**config.mk**
```make
export PLATFORM = sky130hd
export DESIGN_NAME = particle_ctl
export DESIGN_NICKNAME = d
export VERILOG_FILES = /design/src/rtl/particle_ctl.sv
export SDC_FILE = /design/constraint.sdc
export NUM_CORES = 1
export LEC_CHECK = 0
export ABC_CLOCK_PERIOD_IN_PS = 7100
export BUFFER_PORTS_ARGS = -buffer_cell sky130_fd_sc_hd__buf_4
export CORE_ASPECT_RATIO = 1.1
export CORE_UTILIZATION = 60
export DETAILED_ROUTE_END_ITERATION = 10
export HOLD_SLACK_MARGIN = 0.05
export PLACE_DENSITY = 0.82
export SETUP_SLACK_MARGIN = 0.5
export SYNTH_ARGS = -nofsm -noshare
export SYNTH_HDL_FRONTEND = slang
export SYNTH_SLANG_ARGS = --single-unit
```
**constraint.sdc**
```tcl
create_clock -name clk60MHz -period 7.1 [get_ports clk60MHz]
set_clock_uncertainty 0.15 [all_clocks]
set_input_delay 0.71 -clock clk60MHz [delete_from_list [all_inputs] [get_ports clk60MHz]]
set_output_delay 0.71 -clock clk60MHz [all_outputs]
set_load 0.005 [all_outputs]
```
**src/rtl/particle_ctl.sv**
```systemverilog
// particle_ctl: frame-rate ballistic trajectory controller for the thrown
// particle. It launches on a throw request and steps once per video frame.
// It detects a target hit, a ground miss or a screen-edge miss, holds at the
// impact point for a number of frames, then parks the particle off-screen.
module particle_ctl #(
  parameter int PARTICLE_WIDTH  = 64,
  parameter int PARTICLE_HEIGHT = 64,
  parameter int GRAVITY         = 1,
  parameter int GROUND_Y        = 700,
  parameter int SCREEN_W        = 1024,
  parameter int TARGET_W        = 128,
  parameter int TARGET_H        = 128,
  parameter int HOLD_FRAMES     = 30,
  parameter int PARK_X          = 2047,
  parameter int PARK_Y          = 2047
) (
  input  logic        clk60MHz,
  input  logic        rst_n,
  input  logic        vblnk,
  input  logic        throw,
  input  logic        thrower,
  input  logic [11:0] start_x,
  input  logic [11:0] start_y,
  input  logic [5:0]  vx0,
  input  logic [5:0]  vy0,
  input  logic [11:0] target_x,
  input  logic [11:0] target_y,
  output logic [11:0] xpos_particle,
  output logic [11:0] ypos_particle,
  output logic        turn,
  output logic        busy,
  output logic        hit,
  output logic        miss
);

  localparam logic [1:0] IDLE   = 2'd0;
  localparam logic [1:0] FLIGHT = 2'd1;
  localparam logic [1:0] IMPACT = 2'd2;

  localparam logic signed [13:0] PW    = 14'(PARTICLE_WIDTH);
  localparam logic signed [13:0] PH    = 14'(PARTICLE_HEIGHT);
  localparam logic signed [13:0] GY    = 14'(GROUND_Y);
  localparam logic signed [13:0] SW    = 14'(SCREEN_W);
  localparam logic signed [13:0] TW    = 14'(TARGET_W);
  localparam logic signed [13:0] TH    = 14'(TARGET_H);
  localparam logic signed [8:0]  GRAV  = 9'(GRAVITY);
  localparam logic [11:0]        PX    = 12'(PARK_X);
  localparam logic [11:0]        PY    = 12'(PARK_Y);
  // A zero hold period still needs one tick to leave IMPACT.
  localparam logic [15:0]        HOLD_LOAD = 16'((HOLD_FRAMES == 0) ? 1 : HOLD_FRAMES);

  logic [1:0]         state;
  logic               vblnk_d;
  logic               tick;
  logic signed [13:0] x, y;
  logic [5:0]         vx;
  logic signed [7:0]  vy;
  logic [15:0]        hold_cnt;

  logic signed [13:0] x_n, y_n, tx, ty, x_cl, y_cl, imp_x, imp_y;
  logic signed [8:0]  vy_dec;
  logic signed [7:0]  vy_n;
  logic               hit_c, ground_c, edge_lo, edge_hi, impact_c;

  // Negative coordinates (above screen / left of screen) are shown as 0.
  function automatic logic [11:0] to_out(input logic signed [13:0] v);
    return (v < 0) ? 12'd0 : v[11:0];
  endfunction

  assign tick = vblnk & ~vblnk_d;

  // Next-frame kinematics, collision tests and clamped impact position.
  always_comb begin
    x_n      = turn ? (x - $signed({8'd0, vx})) : (x + $signed({8'd0, vx}));
    y_n      = y - {{6{vy[7]}}, vy};
    vy_dec   = {vy[7], vy} - GRAV;
    vy_n     = (vy_dec < -9'sd128) ? -8'sd128 : vy_dec[7:0];
    tx       = $signed({2'b00, target_x});
    ty       = $signed({2'b00, target_y});
    hit_c    = (x_n < tx + TW) && (tx < x_n + PW) &&
               (y_n < ty + TH) && (ty < y_n + PH);
    ground_c = (y_n + PH >= GY);
    edge_lo  = (x_n < 0);
    edge_hi  = (x_n + PW > SW);
    impact_c = hit_c || ground_c || edge_lo || edge_hi;
    x_cl     = edge_lo ? 14'sd0 : (edge_hi ? (SW - PW) : x_n);
    y_cl     = ground_c ? (GY - PH) : y_n;
    imp_x    = hit_c ? x_n : x_cl;
    imp_y    = hit_c ? y_n : y_cl;
  end

  // Frame-tick edge detector, trajectory state machine and registered outputs.
  always_ff @(posedge clk60MHz or negedge rst_n) begin
    if (!rst_n) begin
      state         <= IDLE;
      vblnk_d       <= 1'b0;
      x             <= '0;
      y             <= '0;
      vx            <= '0;
      vy            <= '0;
      hold_cnt      <= '0;
      xpos_particle <= PX;
      ypos_particle <= PY;
      turn          <= 1'b0;
      busy          <= 1'b0;
      hit           <= 1'b0;
      miss          <= 1'b0;
    end else begin
      vblnk_d <= vblnk;
      hit     <= 1'b0;
      miss    <= 1'b0;
      case (state)
        IDLE: begin
          if (throw) begin
            turn          <= thrower;
            x             <= $signed({2'b00, start_x});
            y             <= $signed({2'b00, start_y});
            vx            <= vx0;
            vy            <= $signed({2'b00, vy0});
            xpos_particle <= start_x;
            ypos_particle <= start_y;
            busy          <= 1'b1;
            state         <= FLIGHT;
          end
        end
        FLIGHT: begin
          if (tick) begin
            if (impact_c) begin
              x             <= imp_x;
              y             <= imp_y;
              xpos_particle <= to_out(imp_x);
              ypos_particle <= to_out(imp_y);
              hit           <= hit_c;
              miss          <= ~hit_c;
              hold_cnt      <= HOLD_LOAD;
              state         <= IMPACT;
            end else begin
              x             <= x_n;
              y             <= y_n;
              vy            <= vy_n;
              xpos_particle <= to_out(x_n);
              ypos_particle <= to_out(y_n);
            end
          end
        end
        IMPACT: begin
          if (tick) begin
            if (hold_cnt <= 16'd1) begin
              hold_cnt      <= '0;
              xpos_particle <= PX;
              ypos_particle <= PY;
              busy          <= 1'b0;
              state         <= IDLE;
            end else begin
              hold_cnt <= hold_cnt - 16'd1;
            end
          end
        end
        default: state <= IDLE;
      endcase
    end
  end

endmodule

```
==> impl_metrics.yaml <==
detailed_routing:
  drt-total-wl_um: 23600
  firstDrtPassIters: 5
  avgRoutedWirePerCell_um: 18.8
  drc: 0
  vias: 8138
  detail-route-antenna-nets: 0
  vias_per_cell: 6.51
  drtIter0Drc: 916
global_route:
  antenna_found_initial: 0
  grt.overflow.total: 0
  grt_max_degree: 64
  track_usage_pct: 33.6
  grt_pass1_wl_um: 37800
  first_global_vias: 7731
yosys:
  synth-edff-count: 0
  syn_inst: 987
  ys_ff_latch: 89
  synth_nets: 1139
  netlist_area_um2: 8180
  synth.distinct_cells: 87
  synth_area_per_cell_um2: 8.28
  synth_top_flop_cell: "dfrtp_1"
  ys_async_sr_fraction_pct: 100
  yosysSeqAreaShare_pct: 27.6
  ys.warnings.count: 0
die:
  start_util_pct: 61.6
  die_y_um: 124
  die_area_um2: 14100
  core-area_um2: 13300
  die_x_um: 113
  io_pins: 93
  fp-row-count: 44
clocking:
  clkTransAtPathRegs_ns: 0.07
  insertion_delay_ns: 0.35
  clockBufferDepth: 2
  cts-root-buf: "clkbuf_16"
  clkSinkCount: 89
  cts_buffers: 9
  htree_levels: 3
  cts_tree: "yes"
timing:
  fin_crit_ns: 6.18
  max_freq_ghz: 0.162
  rsz0062_at_grt: "no"
  setup_viol: 0
  slew_violations: 0
  tightest_slew_ns: 1.41
  fin_crit_sh_pct: 87.0
  hold_viol: 0
  fin_tns_setup_ns: 0
  relSlewSlack_pct: 5.98
setup_path:
  cp_common_cell: "inv_1"
  crit_chain: "inv_1 > ha_1 > inv_1 > fa_1 > a211oi_1 > o21ai_0 > a41oi_1 > xor2_1 > inv_1 > ha_1 > o21a_1 > o21a_1 > o2111a_1 > a221oi_1 > nand3_1 > or4_1 > a32oi_2 > o311ai_4 > buf_4 > a31oi_1 > nand2b_1 > a22o_1"
  crit_fanout: 9
  critical_path_class: "reg -> reg"
  cp_data_arrival_time_ns: 6.32
  end_kind: "flop"
  cp.required_ns: 7.24
  crit_slowest_cell: "a221oi_1"
  max_stage_delay_ns: 0.44
  worst_setup_path_start_kind: "flop"
status:
  status: "complete, no violations"
job:
  drv_cap: 0
cells_and_area:
  drive_gt1_share_pct: 17.0
  num_antenna_cells: 0
  n_fill_cell: 1110
  nets: 1214
  area_delta_synth_final_pct: 14.1
  multi_input_area_um2: 5470
  seq_area_um2: 2250
worst_hold_path:
  hold_path_class: "in -> async"
placement:
  portBuffers: 92
  gp_congestion: 0.926
  hpwl_um: 17500
==> final cells by class <==
type                            instances  area share (%)
Clock buffer                           10            2.45
Clock inverter                          6           0.711
Inverter                               77            3.11
Multi-Input combinational cell        779            58.6
Sequential cell                        89            24.2
Tap cell                              184            2.47
Timing Repair Buffer                  106            8.53
==> flip-flops by register name (all words and copies together), names as in the netlist <==
| register | flops |
|---|---|
| busy | 1 |
| hit | 1 |
| hold_cnt | 16 |
| miss | 1 |
| state | 2 |
| turn | 1 |
| vblnk_d | 1 |
| vx | 6 |
| vy | 8 |
| x | 14 |
| xpos_particle | 12 |
| y | 14 |
| ypos_particle | 12 |
==> what timing repair did <==
item | CTS | global route
hold buffers | 0 | 0
setup buffers | 0 | 5
endpoints found under the setup margin | 0 | 32
resized for setup | 0 | 4
==> cells in the final DEF, fill, tap and decap left out, drive strengths merged, types with 11 or more instances in the layout <==
cell / count
a211oi: 20
a21o: 28
a21oi: 73
a221oi: 11
a31oi: 15
buf: 106
dfrtp: 67
dfstp: 22
ha: 85
inv: 76
nand2: 70
nand2b: 14
nand3: 31
nand4: 16
nor2: 78
nor2b: 11
nor3: 41
o21a: 11
o21ai: 55
o22ai: 15
xnor2: 24
xor2: 11
==> per-stage QoR <==
stage | area [um2] | utilization [%] | hold slack [ns] | setup WS, ns | std cells
3_3_place_gp | 8980 | 67.7 | 0.333 | 0.972 | 1230
4_1_cts | 9280 | 69.9 | 0.120 | 0.733 | 1246
6_report | 9330 | 70.3 | 0.112 | 0.922 | 1251
3_5_place_dp | 8980 | 67.7 | 0.341 | 0.748 | 1230
2_1_floorplan | 8180 | - | 0.264 | 1.72 | 987
5_1_grt | 9330 | 70.3 | 0.139 | 0.527 | 1251
==> worst max-delay path, delay by kind of cell, from the launching register on <==
family          cells  cell delay [ns]
compound gates     11             2.90
fa+ha+maj           3             0.91
simple gates        3             0.83
buf+inv             4             0.53
xor+xnor            1             0.41
flops               1             0.38
==> Yosys cell counts, types with 6 or more instances <==
cell / instances / share of area (%)
mux2_2: 8 / 1.1
a211oi_1: 19 / 1.7
o31ai_1: 10 / 0.92
o22ai_1: 15 / 1.1
a22o_1: 7 / 0.75
and2_1: 10 / 0.77
nor2_1: 78 / 3.6
nor3_1: 41 / 2.5
o21a_1: 11 / 1.0
clkbuf_1: 33 / 1.5
nand4_1: 16 / 1.2
o21ai_0: 50 / 3.1
o211ai_1: 9 / 0.83
a21o_1: 28 / 2.6
dfstp_2: 22 / 7.1
nand3_1: 30 / 1.8
and3_1: 6 / 0.46
a21oi_1: 71 / 4.3
or3_1: 7 / 0.54
inv_1: 73 / 3.4
nor3b_1: 9 / 0.83
a31oi_1: 15 / 1.1
xnor2_1: 24 / 2.6
a2bb2oi_1: 6 / 0.64
nor2b_1: 10 / 0.77
o221ai_1: 6 / 0.64
nand2_1: 69 / 3.2
dfrtp_1: 67 / 21
nor4_1: 8 / 0.61
a221oi_1: 11 / 1.2
ha_1: 85 / 13
xor2_1: 11 / 1.2
nand2b_1: 12 / 0.92
==> cell families (layout without fill, tap and decap cells) <==
group	after synthesis	after routing	synth area share, %
adders and majority gates	87	87	13.5
muxes	14	14	1.85
and+or+nand+nor	319	319	19.7
xor gates and xnor gates	35	35	3.75
DFF	89	89	27.6
AOI/OAI and AO/OA	324	324	27.8
buffers and inverters	119	199	5.78
==> worst paths after layout <==
check	slack [ns]	endpoint	start	cells after the start
worst max register to register	0.92	vy[0]	y[0]	22
worst min-delay path	0.11	vy[3]	rst_n	1
worst min register to register	0.35	hold_cnt[10]	hold_cnt[10]	1
max in group asynchronous	5.58	x[4]	rst_n	2
min in group clk60MHz	0.33	vblnk_d	vblnk	1
worst max-delay path	0.92	vy[0]	y[0]	22
==> per-layer routing <==
layer | routed length, um | global-route usage, % | part of all wire, %
met2 | 11400 | 56.7 | 48
met5 | 0 | 0 | 0
met1 | 9660 | 42.9 | 41
met4 | 872 | 15.9 | 3.7
met3 | 1650 | 3.45 | 7.0
Power is left out: the tool's default activity adds up to more than one toggle a clock period on the data nets, which glitch-free logic cannot reach.
